**src/rtl/led_scroll_ctrl_if.sv**
```systemverilog
// Host-side bundle for the scrolling LED controller: message writes,
// start/stop requests and the multiplexed digit outputs.
interface led_scroll_ctrl_if;
    logic       wr_en;
    logic [3:0] wr_addr;
    logic [2:0] wr_data;
    logic       start;
    logic       stop;
    logic [3:0] an;
    logic [2:0] char;
    logic       busy;
    logic       scroll_wrap;

    modport master (
        output wr_en, wr_addr, wr_data, start, stop,
        input  an, char, busy, scroll_wrap
    );

    modport slave (
        input  wr_en, wr_addr, wr_data, start, stop,
        output an, char, busy, scroll_wrap
    );
endinterface

```
**src/rtl/led_scroll_ctrl.sv**
```systemverilog
// Four-digit multiplexed display that scrolls a 16-entry message store.
// IDLE/RUN/HOLD control; an/char are registered and load together on each digit step.
module led_scroll_ctrl #(
    parameter int REFRESH_CNT = 50000,
    parameter int SCROLL_CNT  = 25000000,
    parameter int MSG_LEN     = 16
) (
    input  logic             clk,
    input  logic             reset,
    led_scroll_ctrl_if.slave bus
);

    localparam int RW = $clog2(REFRESH_CNT);
    localparam int SW = $clog2(SCROLL_CNT);

    typedef enum logic [1:0] {IDLE, RUN, HOLD} state_t;

    state_t        state, state_nxt;
    logic [RW-1:0] rcnt;
    logic [SW-1:0] scnt;
    logic [1:0]    dig;
    logic [3:0]    off;
    logic [2:0]    msg [16];
    logic [3:0]    an_q;
    logic [2:0]    char_q;
    logic          wrap_q;

    logic          busy, enter_run, scanning, scrolling;
    logic          r_wrap, s_wrap;
    logic [3:0]    off_nxt;
    logic [1:0]    dig_nxt;
    logic [4:0]    sum;
    logic [3:0]    idx;

    always_ff @(posedge clk or posedge reset) begin
        if (reset) state <= IDLE;
        else       state <= state_nxt;
    end

    // stop always wins over start
    always_comb begin
        state_nxt = state;
        case (state)
            IDLE:    if (bus.start && !bus.stop) state_nxt = RUN;
            RUN:     if (bus.stop) state_nxt = HOLD;
            HOLD:    if (bus.stop) state_nxt = IDLE;
                     else if (bus.start) state_nxt = RUN;
            default: state_nxt = IDLE;
        endcase
    end

    always_comb begin
        busy      = 1'b0;
        enter_run = 1'b0;
        scanning  = 1'b0;
        scrolling = 1'b0;
        case (state)
            IDLE: enter_run = (state_nxt == RUN);
            RUN: begin
                busy      = 1'b1;
                scanning  = 1'b1;
                scrolling = 1'b1;
            end
            HOLD: begin
                busy     = 1'b1;
                scanning = (state_nxt != IDLE);
            end
            default: ;
        endcase
    end

    // Next-edge offset/digit feed the char lookup so shifts show on the same update
    always_comb begin
        r_wrap  = (rcnt == RW'(REFRESH_CNT - 1));
        s_wrap  = scrolling && (scnt == SW'(SCROLL_CNT - 1));
        off_nxt = off;
        if (s_wrap) off_nxt = (off == 4'(MSG_LEN - 1)) ? 4'd0 : off + 4'd1;
        dig_nxt = dig - 2'd1;
        sum     = {1'b0, off_nxt} + 5'd3 - {3'b000, dig_nxt};
        if (sum >= 5'(MSG_LEN)) idx = 4'(sum - 5'(MSG_LEN));
        else                    idx = sum[3:0];
    end

    always_ff @(posedge clk or posedge reset) begin
        if (reset) begin
            rcnt   <= '0;
            scnt   <= '0;
            dig    <= 2'd0;
            off    <= 4'd0;
            an_q   <= 4'b1111;
            char_q <= 3'b000;
            wrap_q <= 1'b0;
            for (int i = 0; i < 16; i++) msg[i] <= 3'b000;
        end else begin
            if (bus.wr_en && ({1'b0, bus.wr_addr} < 5'(MSG_LEN)))
                msg[bus.wr_addr] <= bus.wr_data;
            wrap_q <= s_wrap && (off == 4'(MSG_LEN - 1));
            if (enter_run) begin
                rcnt   <= '0;
                scnt   <= '0;
                dig    <= 2'd3;
                off    <= 4'd0;
                an_q   <= 4'b0111;
                char_q <= msg[off];
            end else if (scanning) begin
                rcnt <= r_wrap ? '0 : rcnt + 1'b1;
                if (scrolling) begin
                    scnt <= s_wrap ? '0 : scnt + 1'b1;
                    off  <= off_nxt;
                end
                if (r_wrap) begin
                    dig    <= dig_nxt;
                    an_q   <= ~(4'b0001 << dig_nxt);
                    char_q <= msg[idx];
                end
            end else begin
                rcnt   <= '0;
                scnt   <= '0;
                dig    <= 2'd0;
                off    <= 4'd0;
                an_q   <= 4'b1111;
                char_q <= 3'b000;
            end
        end
    end

    assign bus.an          = an_q;
    assign bus.char        = char_q;
    assign bus.busy        = busy;
    assign bus.scroll_wrap = wrap_q;

endmodule

```
**src/flat_wrapper.sv**
```systemverilog
// flat-port wrapper written by rule: the top's interface ports become plain ports
module led_scroll_ctrl_flat 
#(
    parameter int REFRESH_CNT = 50000,
    parameter int SCROLL_CNT  = 25000000,
    parameter int MSG_LEN     = 16
)
  (clk, reset, bus_wr_en, bus_wr_addr, bus_wr_data, bus_start, bus_stop, bus_an, bus_char, bus_busy, bus_scroll_wrap);
  led_scroll_ctrl_if bus_i ();
  input  logic clk;
  input  logic reset;
  input wire logic [$bits(bus_i.wr_en)-1:0] bus_wr_en;
  input wire logic [$bits(bus_i.wr_addr)-1:0] bus_wr_addr;
  input wire logic [$bits(bus_i.wr_data)-1:0] bus_wr_data;
  input wire logic [$bits(bus_i.start)-1:0] bus_start;
  input wire logic [$bits(bus_i.stop)-1:0] bus_stop;
  output wire logic [$bits(bus_i.an)-1:0] bus_an;
  output wire logic [$bits(bus_i.char)-1:0] bus_char;
  output wire logic [$bits(bus_i.busy)-1:0] bus_busy;
  output wire logic [$bits(bus_i.scroll_wrap)-1:0] bus_scroll_wrap;
  assign bus_i.wr_en = bus_wr_en;
  assign bus_i.wr_addr = bus_wr_addr;
  assign bus_i.wr_data = bus_wr_data;
  assign bus_i.start = bus_start;
  assign bus_i.stop = bus_stop;
  assign bus_an = bus_i.an;
  assign bus_char = bus_i.char;
  assign bus_busy = bus_i.busy;
  assign bus_scroll_wrap = bus_i.scroll_wrap;
  led_scroll_ctrl #(.REFRESH_CNT(REFRESH_CNT), .SCROLL_CNT(SCROLL_CNT), .MSG_LEN(MSG_LEN)) u_core (.clk(clk), .reset(reset), .bus(bus_i));
endmodule
```
**config.mk**
```make
export PLATFORM = sky130hd
export DESIGN_NAME = led_scroll_ctrl_flat
export DESIGN_NICKNAME = d
export VERILOG_FILES = /design/src/rtl/led_scroll_ctrl_if.sv /design/src/rtl/led_scroll_ctrl.sv /design/src/flat_wrapper.sv
export SDC_FILE = /design/constraint.sdc
export NUM_CORES = 1
export LEC_CHECK = 0
export BUFFER_PORTS_ARGS = -buffer_cell sky130_fd_sc_hd__buf_2
export CAP_MARGIN = 5
export CORE_UTILIZATION = 65
export DETAILED_ROUTE_END_ITERATION = 12
export PLACE_DENSITY = 0.95
export REMOVE_ABC_BUFFERS = 1
export SLEW_MARGIN = 40
export SYNTH_ARGS = -nofsm -noshare
export SYNTH_HDL_FRONTEND = slang
export SYNTH_SLANG_ARGS = --single-unit
export TNS_END_PERCENT = 1
```
**constraint.sdc**
```tcl
create_clock -name clk -period 6.2 [get_ports clk]
set_input_delay 0.62 -clock clk [delete_from_list [all_inputs] [get_ports clk]]
set_output_delay 0.62 -clock clk [all_outputs]
set_load 0.02 [all_outputs]
```
==> flow_metrics.tcl <==
set metrics [dict create \
    outcome "finished clean" \
    finalMaxSlewViolations 0 \
    worst-setup-path-type "reg2reg" \
    synth_flop_type "sky130_fd_sc_hd__dfrtp_1" \
    cts.repair.resized 0 \
    grt_setup_unrepaired "false" \
    fp.dieArea_um2 9340 \
    drt_drc_violations_left 0 \
    route.detailed.wl_per_inst_um 19.9 \
    tritoncts.num_buffers 9 \
    final.period_utilization_pct 72.3 \
    syn2layout_area_growth_pct 6.36 \
    die_width_um 96.6 \
    reg2reg_depth 17 \
    globalRoute.totalOverflow 0 \
    number_of_antenna_violations_at_the_first_check_in_global_routing 0 \
    syn_area_per_cell_um2 11.7 \
    power_density_nw_per_um2 294 \
    layout.cells.most_common_list "sky130_fd_sc_hd__dfrtp_1, sky130_fd_sc_hd__mux2_2, sky130_fd_sc_hd__nor2_1, sky130_fd_sc_hd__nand2_1, sky130_fd_sc_hd__mux4_2" \
    place.port_buffers 20 \
    clk_pin_slew_worst_paths_ns 0.10 \
    clk-insertion-delay-late_ns 0.39 \
    cp.arrival_ns 4.79 \
    crit_fanout 15 \
    routed_wl_um 12400 \
    first_pass_grt_wire_length_um 20500 \
    post-route-cell-area_um2 6190 \
    ys_types 59 \
    synth_cells 498 \
    proportion_of_synthesized_chip_area_in_sequential_cells_pct 45.2 \
    antenna_cells_inserted 0 \
    max_slew.worst_pin.slew_ns 0.775 \
    static_leakage_power_nw 2.55 \
    vdd_ir_drop_max_uv 191 \
    min_path_type "in2async" \
    layout_commonest_cell "sky130_fd_sc_hd__dfrtp_1" \
    timing.clock.skew_ns 0.00998 \
    post-route-min-period_ns 4.48 \
    cts_hold_buffers 0 \
    synth.cell_area_um2 5820 \
    ant_nets 0 \
    post_synth_edffs 0 \
    cts_tree "yes" \
    dp.final_hpwl_um 8510 \
    clk_path_buf_depth 2 \
    instances_no_fill 623 \
    detailedRoute.firstPassIterationCount 7 \
    final_util_pct 71.4 \
    yosys_register_bits 105 \
    timing.slew.headroom_pct 48.3 \
    drt-vias-per-instance 6.74 \
    placementRows 34 \
    maximum_number_of_pins_on_one_net_before_global_route_repair 56 \
    synth_async_sr_flop_share_pct 100 \
    setup_fix_bufs_post_cts 0 \
    endpoint_kind "flop" \
    first_iter_violations 321 \
    crit_required_ns 6.51 \
    cts_root_buf "sky130_fd_sc_hd__clkbuf_8" \
    setup-tns-final_ns 0 \
    hold_fails_final_rpt 0 \
    post_route_cells_drive_above_1_share_pct 26.2 \
    clock.fmax_mhz 223 \
    core-area_um2 8680 \
    routabilityCongestion 0.895 \
    ys.warnings.count 0 \
    total_power_mw 1.82 \
    max-cap-violations 0 \
    setup_viol 0 \
    dp.cells 607 \
    post_dp_cell_area_um2 5980 \
    via_count 4202 \
    cts.sink_count 105 \
    nNetsFinal 537 \
    die_h_um 96.6 \
    crit_path_start_kind "flop" \
    start_util_pct 67.1 \
    htree_levels 3 \
    floorplan.io_pins 21 \
    global_route.usage.total_pct 27.6 \
    via_count_of_the_first_global_routing_pass 4143 \
]
[final cells by class]
class                   instances  area, um2
clock buffers                  10        138
multi-input cells             358       3040
inverters                      12       47.5
flip-flops and latches        105       2630
repair buffers                 24        130
fillers                       560       2490
well taps                     108        135
clock inverters                 6       65.1
[worst max-delay path, stage by stage, from the launching register on]
cell and delay (ns):
sky130_fd_sc_hd__dfrtp_1 0.46, sky130_fd_sc_hd__inv_1 0.11, sky130_fd_sc_hd__ha_1 0.47, sky130_fd_sc_hd__and3_1 0.28
sky130_fd_sc_hd__nand4_1 0.31, sky130_fd_sc_hd__or2_2 0.45, sky130_fd_sc_hd__nand2_1 0.11, sky130_fd_sc_hd__nand2_1 0.11
sky130_fd_sc_hd__ha_1 0.30, sky130_fd_sc_hd__ha_1 0.15, sky130_fd_sc_hd__inv_1 0.05, sky130_fd_sc_hd__fa_1 0.45
sky130_fd_sc_hd__inv_1 0.16, sky130_fd_sc_hd__nor2_1 0.05, sky130_fd_sc_hd__o22ai_1 0.10, sky130_fd_sc_hd__nor3b_2 0.32
sky130_fd_sc_hd__mux2_2 0.38, sky130_fd_sc_hd__o21ai_1 0.13
[worst paths after layout]
path	end	start	slack [ns]
max reg2reg	u_core.bus.char[2]$_DFFE_PP0P_	u_core.state[1]$_DFF_PP0_	1.72
min	u_core.msg[33]$_DFFE_PP0P_	reset	0.31
max in group asynchronous	u_core.off[0]$_DFFE_PP0P_	reset	4.72
max	u_core.bus.char[2]$_DFFE_PP0P_	u_core.state[1]$_DFF_PP0_	1.72
min reg2reg	u_core.rcnt[0]$_DFF_PP0_	u_core.rcnt[0]$_DFF_PP0_	0.47
min in group clk	u_core.rcnt[0]$_DFF_PP0_	u_core.rcnt[0]$_DFF_PP0_	0.47
[report_power, final]
group	switching (mW)	internal (mW)	total [mW]
combinational	0.279	0.242	0.521
sequential	0.0797	0.777	0.856
clock	0.242	0.199	0.442
[flip-flops by register name, indices dropped and copies added, names as in the netlist]
register	count
u_core.msg	48
u_core.bus.scroll_wrap	1
u_core.bus.an	4
u_core.scnt	25
u_core.off	4
u_core.state	2
u_core.rcnt	16
u_core.bus.char	3
u_core.dig	2
[cells by family after synthesis]
| group | synth area share (%) |
|---|---|
| mux | 21.3 |
| simple gates | 15.2 |
| compound gates | 7.01 |
| fa+ha+maj | 3.35 |
| xor+xnor | 5.27 |
| buf+inv | 2.60 |
| flops | 45.2 |
[per-stage QoR]
step | hold WS [ns] | setup WS, ns
3_5_place_dp | 0.457 | 1.86
5_1_grt | 0.351 | 1.52
3_3_place_gp | 0.441 | 2.15
2_1_floorplan | 0.425 | 2.34
4_1_cts | 0.315 | 1.82
6_report | 0.309 | 1.72
[cell usage after synthesis (all sizes together) (3+ instances only)]
cell type / count / share of area (%)
a211oi: 9 / 1.2
nand2b: 4 / 0.43
nor2b: 7 / 0.75
clkbuf: 15 / 1.0
o21ai: 7 / 0.67
inv: 12 / 0.77
o2111ai: 3 / 0.45
mux2: 51 / 9.9
mux2i: 6 / 1.0
and3: 10 / 1.1
a2111oi: 3 / 0.45
nand4: 10 / 1.1
or3: 4 / 0.43
nor3: 5 / 0.43
nand3b: 6 / 0.77
o2bb2ai: 5 / 0.75
buf: 8 / 0.82
xnor2: 23 / 3.5
nor2: 50 / 3.2
nand2: 36 / 2.3
a21oi: 11 / 0.95
xor2: 12 / 1.8
dfrtp: 101 / 43
ha: 14 / 3.0
dfstp: 4 / 1.8
nand3: 16 / 1.4
a41oi: 3 / 0.45
and4: 5 / 0.77
or4: 4 / 0.64
mux4: 27 / 10
[layer usage]
| metal | vias to the layer above | global-route usage [%] | share of wire, % |
|---|---|---|---|
| met1 | 2124 | 35.8 | 41 |
| li1 | 1849 | - | - |
| met4 | 0 | 10.6 | 3.0 |
| met2 | 188 | 45.1 | 50 |
| met5 | - | 0 | 0 |
| met3 | 41 | 6.72 | 5.7 |
Note: power is estimated with default switching activity, not from simulation.
